## config.mk

```make
export PLATFORM = sky130hd
export DESIGN_NAME = aes_ingress_flat
export DESIGN_NICKNAME = d
export VERILOG_FILES = /design/src/rtl/aes_pkg.sv /design/src/rtl/aes_ingress_if.sv /design/src/rtl/aes_ingress_fifo.sv /design/src/rtl/key_add.sv /design/src/rtl/aes_ingress.sv /design/src/flat_wrapper.sv
export SDC_FILE = /design/constraint.sdc
export NUM_CORES = 1
export LEC_CHECK = 0
export ABC_AREA = 1
export CORE_MARGIN = 3
export CORE_UTILIZATION = 51
export DETAILED_ROUTE_END_ITERATION = 10
export DONT_BUFFER_PORTS = 1
export MAX_ROUTING_LAYER = met4
export PLACE_DENSITY = 0.66
export SETUP_SLACK_MARGIN = 0.02
export SLEW_MARGIN = 10
export SYNTH_ARGS = -nofsm -noshare
export SYNTH_HDL_FRONTEND = slang
export SYNTH_SLANG_ARGS = --single-unit
```

## constraint.sdc

```tcl
create_clock -name clk -period 9.77 [get_ports clk]
set_input_delay 2.931 -clock clk [delete_from_list [all_inputs] [get_ports clk]]
set_output_delay 2.931 -clock clk [all_outputs]
set_load 0.005 [all_outputs]
```

## src/rtl/aes_pkg.sv

```systemverilog
// Shared constants and types for the pipelined AES-128 encryptor.
package aes_pkg;

  localparam int BLOCK_LENGTH = 128;
  localparam int PIPE_DEPTH   = 10;

  typedef enum logic [1:0] {
    NO_KEY = 2'd0,
    RUN    = 2'd1,
    DRAIN  = 2'd2
  } ingress_state_e;

endpackage

```

## src/rtl/aes_ingress_if.sv

```systemverilog
// Plaintext/key handshake bundle between the block source and the AES ingress stage.
interface aes_ingress_if
  import aes_pkg::*;
();

  logic                    in_valid;
  logic                    in_ready;
  logic [BLOCK_LENGTH-1:0] IN;
  logic                    key_valid;
  logic                    key_ready;
  logic [BLOCK_LENGTH-1:0] KEY_IN;
  logic [BLOCK_LENGTH-1:0] KEY_OUT;
  logic [BLOCK_LENGTH-1:0] OUT;
  logic                    out_valid;
  logic                    ct_valid;

  modport master (
    output in_valid, IN, key_valid, KEY_IN,
    input  in_ready, key_ready, KEY_OUT, OUT, out_valid, ct_valid
  );

  modport slave (
    input  in_valid, IN, key_valid, KEY_IN,
    output in_ready, key_ready, KEY_OUT, OUT, out_valid, ct_valid
  );

endinterface

```

## src/rtl/aes_ingress_fifo.sv

```systemverilog
// Small synchronous plaintext FIFO; caller must not push when full or pop when empty.
module aes_ingress_fifo #(
  parameter int WIDTH = 128,
  parameter int DEPTH = 2,
  parameter int CW    = $clog2(DEPTH + 1)
) (
  input  logic             clk,
  input  logic             rst,
  input  logic             push_i,
  input  logic [WIDTH-1:0] wdata_i,
  input  logic             pop_i,
  output logic [WIDTH-1:0] rdata_o,
  output logic [CW-1:0]    count_o
);

  localparam int AW = (DEPTH > 1) ? $clog2(DEPTH) : 1;

  logic [WIDTH-1:0] mem_q [DEPTH];
  logic [AW-1:0]    rd_q, wr_q;
  logic [CW-1:0]    cnt_q;

  function automatic logic [AW-1:0] bump(input logic [AW-1:0] p);
    return (p == AW'(DEPTH - 1)) ? '0 : p + 1'b1;
  endfunction

  always_ff @(posedge clk) begin
    if (!rst) begin
      rd_q  <= '0;
      wr_q  <= '0;
      cnt_q <= '0;
    end else begin
      if (push_i) wr_q <= bump(wr_q);
      if (pop_i)  rd_q <= bump(rd_q);
      case ({push_i, pop_i})
        2'b10:   cnt_q <= cnt_q + 1'b1;
        2'b01:   cnt_q <= cnt_q - 1'b1;
        default: cnt_q <= cnt_q;
      endcase
    end
  end

  // Storage is not reset; the pointers alone define which entries are live.
  always_ff @(posedge clk) begin
    if (push_i) mem_q[wr_q] <= wdata_i;
  end

  assign rdata_o = mem_q[rd_q];
  assign count_o = cnt_q;

endmodule

```

## src/rtl/key_add.sv

```systemverilog
// AddRoundKey: bitwise XOR of the state with a round key.
module key_add #(
  parameter int W = 128
) (
  input  logic [W-1:0] state_i,
  input  logic [W-1:0] key_i,
  output logic [W-1:0] out_o
);

  assign out_o = state_i ^ key_i;

endmodule

```

## src/rtl/aes_ingress.sv

```systemverilog
// AES-128 ingress: plaintext buffering, round-0 AddRoundKey, cipher-key ownership,
// drain-before-rekey control and the ciphertext-valid delay line.
module aes_ingress
  import aes_pkg::*;
#(
  parameter int FIFO_DEPTH = 2
) (
  input  logic          clk,
  input  logic          rst,
  aes_ingress_if.slave  bus
);

  localparam int CW = $clog2(FIFO_DEPTH + 1);

  ingress_state_e          state_q;
  logic [BLOCK_LENGTH-1:0] key_q;
  logic [BLOCK_LENGTH-1:0] out_q;
  logic [BLOCK_LENGTH-1:0] out_d;
  logic                    out_valid_q;
  logic [PIPE_DEPTH-1:0]   dl_q;

  logic [BLOCK_LENGTH-1:0] fifo_head;
  logic [CW-1:0]           fifo_count;
  logic                    in_ready;
  logic                    push;
  logic                    issue;
  logic                    pipe_empty;
  logic                    key_ready;
  logic                    key_hs;

  assign in_ready   = fifo_count < CW'(FIFO_DEPTH);
  assign push       = bus.in_valid && in_ready;
  assign issue      = (state_q == RUN) && (fifo_count != '0);
  // A new key is only taken once nothing keyed with the old one remains in the rounds.
  assign pipe_empty = !out_valid_q && (dl_q == '0);
  assign key_ready  = (state_q == NO_KEY) || ((state_q == DRAIN) && pipe_empty);
  assign key_hs     = bus.key_valid && key_ready;

  aes_ingress_fifo #(
    .WIDTH (BLOCK_LENGTH),
    .DEPTH (FIFO_DEPTH),
    .CW    (CW)
  ) u_fifo (
    .clk     (clk),
    .rst     (rst),
    .push_i  (push),
    .wdata_i (bus.IN),
    .pop_i   (issue),
    .rdata_o (fifo_head),
    .count_o (fifo_count)
  );

  key_add #(
    .W (BLOCK_LENGTH)
  ) u_round0 (
    .state_i (fifo_head),
    .key_i   (key_q),
    .out_o   (out_d)
  );

  always_ff @(posedge clk) begin
    if (!rst) begin
      state_q     <= NO_KEY;
      key_q       <= '0;
      out_q       <= '0;
      out_valid_q <= 1'b0;
      dl_q        <= '0;
    end else begin
      dl_q        <= {dl_q[PIPE_DEPTH-2:0], out_valid_q};
      out_valid_q <= issue;
      if (issue)  out_q <= out_d;
      if (key_hs) key_q <= bus.KEY_IN;
      case (state_q)
        NO_KEY:  if (key_hs) state_q <= RUN;
        RUN:     if (bus.key_valid) state_q <= DRAIN;
        // Leave DRAIN with a fresh key, or with the old one if the request is withdrawn.
        DRAIN:   if (key_hs || !bus.key_valid) state_q <= RUN;
        default: state_q <= NO_KEY;
      endcase
    end
  end

  assign bus.in_ready  = in_ready;
  assign bus.key_ready = key_ready;
  assign bus.KEY_OUT   = key_q;
  assign bus.OUT       = out_q;
  assign bus.out_valid = out_valid_q;
  assign bus.ct_valid  = dl_q[PIPE_DEPTH-1];

endmodule

```

## src/flat_wrapper.sv

```systemverilog
// flat-port wrapper written by rule: the top's interface ports become plain ports
module aes_ingress_flat import aes_pkg::*;
#(
  parameter int FIFO_DEPTH = 2
)
  (clk, rst, bus_in_valid, bus_IN, bus_key_valid, bus_KEY_IN, bus_in_ready, bus_key_ready, bus_KEY_OUT, bus_OUT, bus_out_valid, bus_ct_valid);
  aes_ingress_if bus_i ();
  input  logic clk;
  input  logic rst;
  input wire logic [$bits(bus_i.in_valid)-1:0] bus_in_valid;
  input wire logic [$bits(bus_i.IN)-1:0] bus_IN;
  input wire logic [$bits(bus_i.key_valid)-1:0] bus_key_valid;
  input wire logic [$bits(bus_i.KEY_IN)-1:0] bus_KEY_IN;
  output wire logic [$bits(bus_i.in_ready)-1:0] bus_in_ready;
  output wire logic [$bits(bus_i.key_ready)-1:0] bus_key_ready;
  output wire logic [$bits(bus_i.KEY_OUT)-1:0] bus_KEY_OUT;
  output wire logic [$bits(bus_i.OUT)-1:0] bus_OUT;
  output wire logic [$bits(bus_i.out_valid)-1:0] bus_out_valid;
  output wire logic [$bits(bus_i.ct_valid)-1:0] bus_ct_valid;
  assign bus_i.in_valid = bus_in_valid;
  assign bus_i.IN = bus_IN;
  assign bus_i.key_valid = bus_key_valid;
  assign bus_i.KEY_IN = bus_KEY_IN;
  assign bus_in_ready = bus_i.in_ready;
  assign bus_key_ready = bus_i.key_ready;
  assign bus_KEY_OUT = bus_i.KEY_OUT;
  assign bus_OUT = bus_i.OUT;
  assign bus_out_valid = bus_i.out_valid;
  assign bus_ct_valid = bus_i.ct_valid;
  aes_ingress #(.FIFO_DEPTH(FIFO_DEPTH)) u_core (.clk(clk), .rst(rst), .bus(bus_i));
endmodule
```

==> qor.txt, run 1 <==
status: completed
logic gate share of total power: 12.1%
die extent in x: 212.3 µm
CP peak stage delay: 0.35 ns
GP Congestion: 0.8476
Synth top area share: 35.41%
Net Switching: 1.425 mW
Area contributors post-synth: edfxtp_1 35%, dfxtp_1 25%, inv_1 6.9%
post-CTS setup buffers: 0
grt ovf: 0
worst clock skew: 0.02612 ns
Data arrival, critical path: 1.70 ns
# port buffers: 0
Core Region: 41480 µm²
Hold-fix buffers, CTS: 0
Hold Slack: 0.4358 ns
total wire length: 56600 µm
Max Fclk: 216.0 MHz
initial core utilization: 52.34%
vias in the first global route: 14080
Max Cap Violations: 0
CTS buffer count: 54
critical path endpoint category: output pin
Pint: 3.921 mW
Mapped Avg Cell Area: 9.016 µm²
measured slew at the worst slew-check pin: 1.171 ns
crit-path cells: nor2_1 > nand2_1 > nor2_1 > nand2_1 > a21oi_1
I/O pins: 520
post-synthesis async set-or-reset flop share: 0%
Syn Nets: 2669
DR vias/cell: 5.172
Gate Count Post-Synth: 2408
number of synthesized flops with an enable pin: 256
Syn. warnings: 0
Seq pwr share: 51.3%
clock power share: 36.5%
clk_lat worst skew: 0.60 ns
TNS Setup: 0 ns
max-slew violations: 0
sequential fraction of the synthesis area: 60.68%
Placement Rows: 74
Fillers: 3537
crit path max fanout: 3
HP Class: reg2reg
DRC violations left: 0
hpwl dp: 36750 µm
Max Root-Sink Buffers: 3
Clock Pin Slew Worst Setup and Hold Paths: 0.06 ns
Pwr Density: 227.4 nW/µm²
Post-synth top cells: 401 x inv_1, 397 x nor2_1, 282 x nand2_1
CP max-delay cell: dfxtp_1
PostCTS Resize Cnt: 0
leakage power total: 10.40 nW
post-route ant nets: 0
Peak VDD IR: 138.0 µV
H-tree depth: 2
first-pass GRT wire length: 84080 µm
crit share post-route: 47.39%
Yosys top cell by area: edfxtp_1
unique cell type count in the Yosys netlist: 23
WP buf/inv: 0
WL/cell: 19.41 µm
ys flop type: dfxtp_1
flops & latches, synth: 530
Clock Sinks: 530
crit path time final: 4.630 ns
crit path kind: reg2out
synthesis-to-layout area growth: 8.322%
overall routing resource usage: 24.97%
Post-Syn Area: 21710 µm²
total number of vias: 15080
Rel. slew slack: 21.92%
final hold violation count: 0
die height: 212.3 µm
Initial DRC Count: 879
Sw Share: 26.66%
most common cell in the netlist: inv_1
initial antenna violation count: 2
RSZ-0062 raised after global routing: false
# setup viols final: 0
worst endpoint required time: 6.84 ns
CTS tree: yes
pin count of the biggest net entering global routing: 147
die area: 45080 µm²
Largest delay share family, worst path: simple AND/OR/NAND/NOR gates
layout cells sized above 1: 4.534%
Final nets: 2598
Setup crit start kind: flip-flop
Root Driver: clkbuf_16
drt first pass iters: 5
==> metal layers <==
layer / track usage, % / vias up / share of wire, %
li1: - / 7432 / -
met1: 27.65 / 6975 / 37
met2: 40.56 / 585 / 48
met3: 11.32 / 89 / 13
met4: 7.823 / 0 / 2.6
met5: - / - / 0
==> power groups by stage <==
stage	clock network, mW	registers (mW)	logic, mW
finish	1.95	2.74	0.649
global route	2.09	2.77	0.746
CTS	1.99	2.75	0.658
detailed placement	0	2.79	0.655
global placement	0	2.79	0.637
floorplan	0	2.74	0.549
==> cells by family after synthesis <==
| group | after synthesis | synth area share, % |
|---|---|---|
| simple gates | 811 | 14.82 |
| fa+ha+maj | 1 | 0.05762 |
| compound gates | 397 | 9.227 |
| xor+xnor | 124 | 5.003 |
| buf+inv | 545 | 10.22 |
| flops | 530 | 60.68 |
==> registers in the layout, indices dropped and copies added, names as in the netlist, named ones only <==
signal,count
u_core.bus.KEY_OUT,128
u_core.bus.OUT,128
u_core.bus.out_valid,1
u_core.dl_q,10
u_core.state_q,2
u_core.u_fifo.count_o,2
u_core.u_fifo.mem_q,256
u_core.u_fifo.rd_q,1
u_core.u_fifo.wr_q,1
==> worst reg2reg max path: cells and delay by family, from the launching register on <==
kind	cells	cell delay, ns
buffers and inverters	1	0.95
DFF	1	0.35
and+or+nand+nor	8	1.41
==> final timing paths <==
| path | start | to | slack, ns | cells past startpoint |
|---|---|---|---|---|
| worst min-delay path | u_core.dl_q[3] | u_core.dl_q[4] | 0.44 | 2 |
| worst min register to register | u_core.dl_q[3] | u_core.dl_q[4] | 0.44 | 2 |
| worst max-delay path | u_core.dl_q[9] | bus_key_ready | 5.14 | 5 |
| worst max register to register | u_core.dl_q[9] | u_core.bus.KEY_OUT[126] | 6.94 | 9 |
==> metrics by stage <==
step	util, %	cells	power [mW]	instance area, µm²	setup slack [ns]
after floorplan	-	2408	3.287	21710	0.7871
after CTS	56.68	2914	5.395	23510	5.057
after detailed placement	52.62	2813	3.448	21830	4.670
after global routing	56.69	2916	5.597	23520	5.020
final	56.69	2916	5.347	23520	5.140
after global placement	52.62	2813	3.423	21830	4.790
==> final cells by class <==
type | count | area [µm²] | area share, %
Sequential cell | 530 | 13180 | 56.03
Multi-Input combinational cell | 1333 | 6356 | 27.03
Clock buffer | 79 | 1567 | 6.661
Inverter | 403 | 1518 | 6.454
Tap cell | 532 | 665.6 | 2.831
Clock inverter | 22 | 116.4 | 0.4948
Timing Repair Buffer | 15 | 112.6 | 0.4789
Antenna cell | 2 | 5.005 | 0.02128
==> cells in the final DEF (no fill, tap or decap), types with 55 or more instances in the layout <==
master and n:
nor2_1 394, xnor2_1 123, nand3_1 128, nand2_1 281
clkbuf_16 55, dfxtp_1 273, edfxtp_1 256, inv_1 400
o21ai_1 98, a21oi_1 135, o21ai_0 158
Note: power is estimated with default switching activity, not from simulation.
==> run 2, diff against run 1 <==
clock period = 4.85 ns   (was 9.77 ns; I/O delays follow)
==> run 2 against run 1 <==
Non-clock buffer count up 3. Register-to-register slack lost 4.6 ns. Clock-buffer cell count grew 5. Setup slack worse by 3.4 ns. Critical path depth stayed put. Flip-flop and latch count unchanged. Final cell count is 0.27% higher. Via count is essentially flat. Largest power group unchanged. First-iteration DRC count rose by 18%. Global-route usage down 0.33 points. Combinational power grew 100%. Sequential power up 100%.
==> qor.txt, run 2 (synthesis results as in run 1) <==
crit-path cells: nor2_1 > nand2_1 > nor2_1 > nand2_1 > a21oi_1
CP peak stage delay: 0.35 ns
Placement Rows: 74
Fillers: 3600
DRC violations left: 0
leakage power total: 10.47 nW
worst setup path startpoint: u_core.dl_q[9]
initial core utilization: 52.34%
Max Fclk: 322.7 MHz
initial antenna violation count: 3
Pint: 8.046 mW
HP Class: reg2reg
final core utilization: 57.12%
min-delay src: u_core.dl_q[8]
placed instance count: 2816
Pwr Density: 459.9 nW/µm²
commonest cells after routing, fill and taps aside: 400 x inv_1, 394 x nor2_1, 281 x nand2_1
vias in the first global route: 14340
placed cell area: 21930 µm²
crit share post-route: 63.90%
GP Congestion: 0.8260
Worst R2R Start: u_core.state_q[1]
Clock Sinks: 530
DR vias/cell: 5.162
final hold violation count: 0
synthesis-to-layout area growth: 9.129%
Rel. slew slack: 32.71%
Final nets: 2602
Seq pwr share: 50.8%
Root Driver: clkbuf_16
worst endpoint required time: 3.39 ns
Net Switching: 2.849 mW
H-tree depth: 2
PostCTS Resize Cnt: 0
Sw Share: 26.15%
critical path endpoint category: output pin
# port buffers: 0
crit path kind: reg2out
hpwl dp: 35900 µm
crit path max fanout: 3
first-pass GRT wire length: 83260 µm
TNS Setup: 0 ns
# setup viols final: 0
Data arrival, critical path: 1.64 ns
post-CTS setup buffers: 0
Clock Pin Slew Worst Setup and Hold Paths: 0.06 ns
I/O pins: 520
clock power share: 37.3%
Max Cap Violations: 0
pin count of the biggest net entering global routing: 182
CTS buffer count: 55
Hold-fix buffers, CTS: 0
CTS tree: yes
Initial DRC Count: 1033
die height: 212.3 µm
grt ovf: 0
RSZ-0062 raised after global routing: false
crit path time final: 3.099 ns
final non-filler cell total: 2924
WP buf/inv: 0
Core Region: 41480 µm²
layout cells sized above 1: 4.525%
die extent in x: 212.3 µm
logic gate share of total power: 11.9%
max-slew violations: 0
Max Root-Sink Buffers: 3
die area: 45080 µm²
CP max-delay cell: dfxtp_1
post-route ant nets: 0
max reg flops: 256
overall routing resource usage: 24.65%
drt first pass iters: 5
clk_lat worst skew: 0.58 ns
Post-Layout Inst Area: 23690 µm²
measured slew at the worst slew-check pin: 1.009 ns
Setup crit start kind: flip-flop
Peak VDD IR: 351.4 µV
total wire length: 55550 µm
Reg with most FFs: u_core.u_fifo.mem_q
WL/cell: 19.00 µm
Largest delay share family, worst path: simple AND/OR/NAND/NOR gates
status: completed
worst clock skew: 0.01214 ns
total number of vias: 15090
most common cell after layout, fill and taps aside: inv_1
[run 2: cell count changes in the layout (fill, tap and decap cells not counted), sizes merged]
cell and delta:
buf +3, bufinv +2, clkbuf +5, clkinv -3, clkinvlp -2, diode +3
[run 2: per-layer routing]
layer,up-vias,global-route usage (%),wire length (µm)
li1,7452,-,-
met1,6967,27.04,20540
met2,565,39.93,26610
met3,109,10.54,6554
met4,0,9.498,1852
met5,-,-,0
[run 2: layout make-up]
type,count,area [µm²],area share [%]
diodes,5,12.51,0.05281
clock buffers,84,1598,6.744
clock inverters,19,155.1,0.6549
inverters,403,1518,6.406
multi-input cells,1333,6356,26.83
flip-flops and latches,530,13180,55.62
well taps,532,665.6,2.810
repair buffers,18,210.2,0.8872
[run 2: through the flow]
| step | setup slack [ns] | power, mW | hold slack (ns) |
|---|---|---|---|
| 2_1_floorplan | -0.4975 | 6.601 | 0.4140 |
| 5_1_grt | 1.533 | 11.40 | 0.4428 |
| 3_5_place_dp | 1.828 | 6.944 | 0.4246 |
| 6_report | 1.751 | 10.90 | 0.4319 |
| 4_1_cts | 1.614 | 11.00 | 0.4344 |
| 3_3_place_gp | 1.851 | 6.889 | 0.4190 |
[run 2: worst paths after layout]
check                                           to  depth (start not counted)  slack (ns)
worst max-delay path                 bus_key_ready                          5        1.75
worst min-delay path                u_core.dl_q[9]                          2        0.43
worst max register to register  u_core.bus.OUT[89]                          6        2.37
worst min register to register      u_core.dl_q[9]                          2        0.43
[run 2: power by group through the flow]
stage          logic (mW)  registers [mW]  clock network [mW]
6_report             1.30            5.54                4.06
2_1_floorplan        1.11            5.49                   0
5_1_grt              1.49            5.59                4.32
4_1_cts              1.31            5.54                4.14
3_3_place_gp         1.27            5.62                   0
3_5_place_dp         1.31            5.64                   0
[run 2: worst min-delay path, delay by kind of cell, from the launching register on]
family / cells / cell delay, ns
flip-flops: 1 / 0.30
buffers and inverters: 1 / 0.03
AND/OR/NAND/NOR: 1 / 0.06
==> run 3, diff against run 2 <==
clock period = 3 ns   (was 4.85 ns; I/O delays follow)
==> run 3 against run 2 <==
Clock power increased by 59%. Global-route usage decreased by 0.18 points. Clock skew increased by 0.0026 ns. Largest cell class unchanged. Wire length decreased by 1.2%. Sequential share of layout area decreased by 0.29 points. Critical path type unchanged. Sequential power increased by 61%. Clock-buffer cell count increased by 1. Core utilization increased by 0.30 points. Power increased by 61%.
==> qor.txt, run 3 (synthesis results as in run 1) <==
Core Region: 41480 µm²
Crit. path cell count: 5
max reg flops: 256
placed instance count: 2819
hpwl dp: 35870 µm
final non-filler cell total: 2923
clk_lat worst skew: 0.58 ns
final hold violation count: 0
Overall Power: 17.54 mW
CTS tree: yes
CTS buffer count: 54
first-pass GRT wire length: 82700 µm
Placement Rows: 74
CP max-delay cell: dfxtp_1
die height: 212.3 µm
met3 Use GR: 10.57%
die area: 45080 µm²
Worst R2R End: u_core.u_fifo.count_o[1]
crit path kind: reg2out
leakage power total: 10.52 nW
min-delay src: bus_IN[53]
I/O pins: 520
Clock Sinks: 530
crit share post-route: 86.20%
total wire length: 54860 µm
pin count of the biggest net entering global routing: 147
Max Fclk: 386.7 MHz
Data arrival, critical path: 1.69 ns
Pwr Density: 736.4 nW/µm²
Setup crit start kind: flip-flop
CP peak stage delay: 0.35 ns
Clock Pin Slew Worst Setup and Hold Paths: 0.06 ns
Max Cap Violations: 0
vias in the first global route: 14600
die extent in x: 212.3 µm
Rel. slew slack: 54.61%
Largest delay share family, worst path: simple AND/OR/NAND/NOR gates
WP buf/inv: 0
Hold-fix buffers, CTS: 0
worst endpoint required time: 2.10 ns
final core utilization: 57.42%
Reg2Reg Depth: 9
HP Class: in2reg
grt peak-use layer: met2
crit-path cells: nor2_1 > nand2_1 > nor2_1 > nand2_1 > a21oi_1
Reg with most FFs: u_core.u_fifo.mem_q
initial core utilization: 52.34%
DRC violations left: 0
# setup viols final: 0
DR vias/cell: 5.179
max-slew violations: 0
grt ovf: 0
Initial DRC Count: 853
worst setup path startpoint: u_core.dl_q[9]
H-tree depth: 2
crit path max fanout: 3
RSZ-0062 raised after global routing: false
GR Layer Usage met2: 40.18%
initial antenna violation count: 1
Worst Setup EP: bus_key_ready
critical path endpoint category: output pin
total number of vias: 15140
post-route ant nets: 0
# port buffers: 0
Peak VDD IR: 517.2 µV
Root Driver: clkbuf_16
reg-to-reg setup timing slack: 0.92 ns
synthesis-to-layout area growth: 9.706%
overall routing resource usage: 24.47%
crit path time final: 2.586 ns
commonest cells after routing, fill and taps aside: 400 x inv_1, 394 x nor2_1, 280 x nand2_1
most common cell after layout, fill and taps aside: inv_1
grt met1 use: 26.52%
post-CTS setup buffers: 0
Final nets: 2604
layout cells sized above 1: 4.563%
worst clock skew: 0.01477 ns
WL/cell: 18.77 µm
Max Root-Sink Buffers: 3
GP Congestion: 0.8239
drt first pass iters: 5
status: completed
measured slew at the worst slew-check pin: 0.6808 ns
PostCTS Resize Cnt: 0
Worst R2R Start: u_core.state_q[0]
Fillers: 3558
-- run 3: per-layer routing --
metal	up-vias	wire length [µm]
met4	0	1698
li1	7465	-
met2	530	26440
met1	7044	20470
met5	-	0
met3	99	6256
-- run 3: worst register-to-register path: stages, from the launching register on --
cell     delay (ns)
dfxtp_1        0.43
inv_2          0.07
nor2_4         0.15
o21ai_4        0.10
inv_4          0.42
ha_1           0.36
a21oi_1        0.11
o21ai_0        0.11
o21ai_0        0.16
a21oi_1        0.06
-- run 3: worst min path at each step --
stage | to | depth (start not counted)
2_1_floorplan | u_core.dl_q[2] | 2
4_1_cts | u_core.u_fifo.mem_q[1][57] | 0
5_1_grt | u_core.u_fifo.mem_q[0][53] | 0
3_5_place_dp | u_core.dl_q[6] | 2
6_report | u_core.u_fifo.mem_q[0][53] | 0
3_3_place_gp | u_core.dl_q[7] | 2
-- run 3: area by class of cell --
type / instances / area, µm² / area share, %
sequential: 530 / 13180 / 55.32
multi-input combinational: 1333 / 6372 / 26.76
clock buffer: 85 / 1612 / 6.766
inverter: 403 / 1518 / 6.372
tap: 532 / 665.6 / 2.795
timing repair buffer: 21 / 357.8 / 1.502
clock inverter: 17 / 110.1 / 0.4623
antenna: 2 / 5.005 / 0.02101
-- run 3: metrics by stage --
stage / area [µm²] / setup TNS, ns / setup WS, ns / hold slack [ns]
2_1_floorplan: 21740 / -72.29 / -0.2971 / 0.4140
3_3_place_gp: 22090 / 0 / 0.8910 / 0.4188
3_5_place_dp: 22090 / 0 / 0.8961 / 0.4228
4_1_cts: 23810 / 0 / 0.3335 / 0.3606
5_1_grt: 23820 / 0 / 0.2567 / 0.3676
6_report: 23820 / 0 / 0.4140 / 0.4032
-- run 3: report_power, final --
part	internal [mW]	switching, mW
clock network	3.76	2.67
registers	8.37	0.537
logic	0.835	1.36
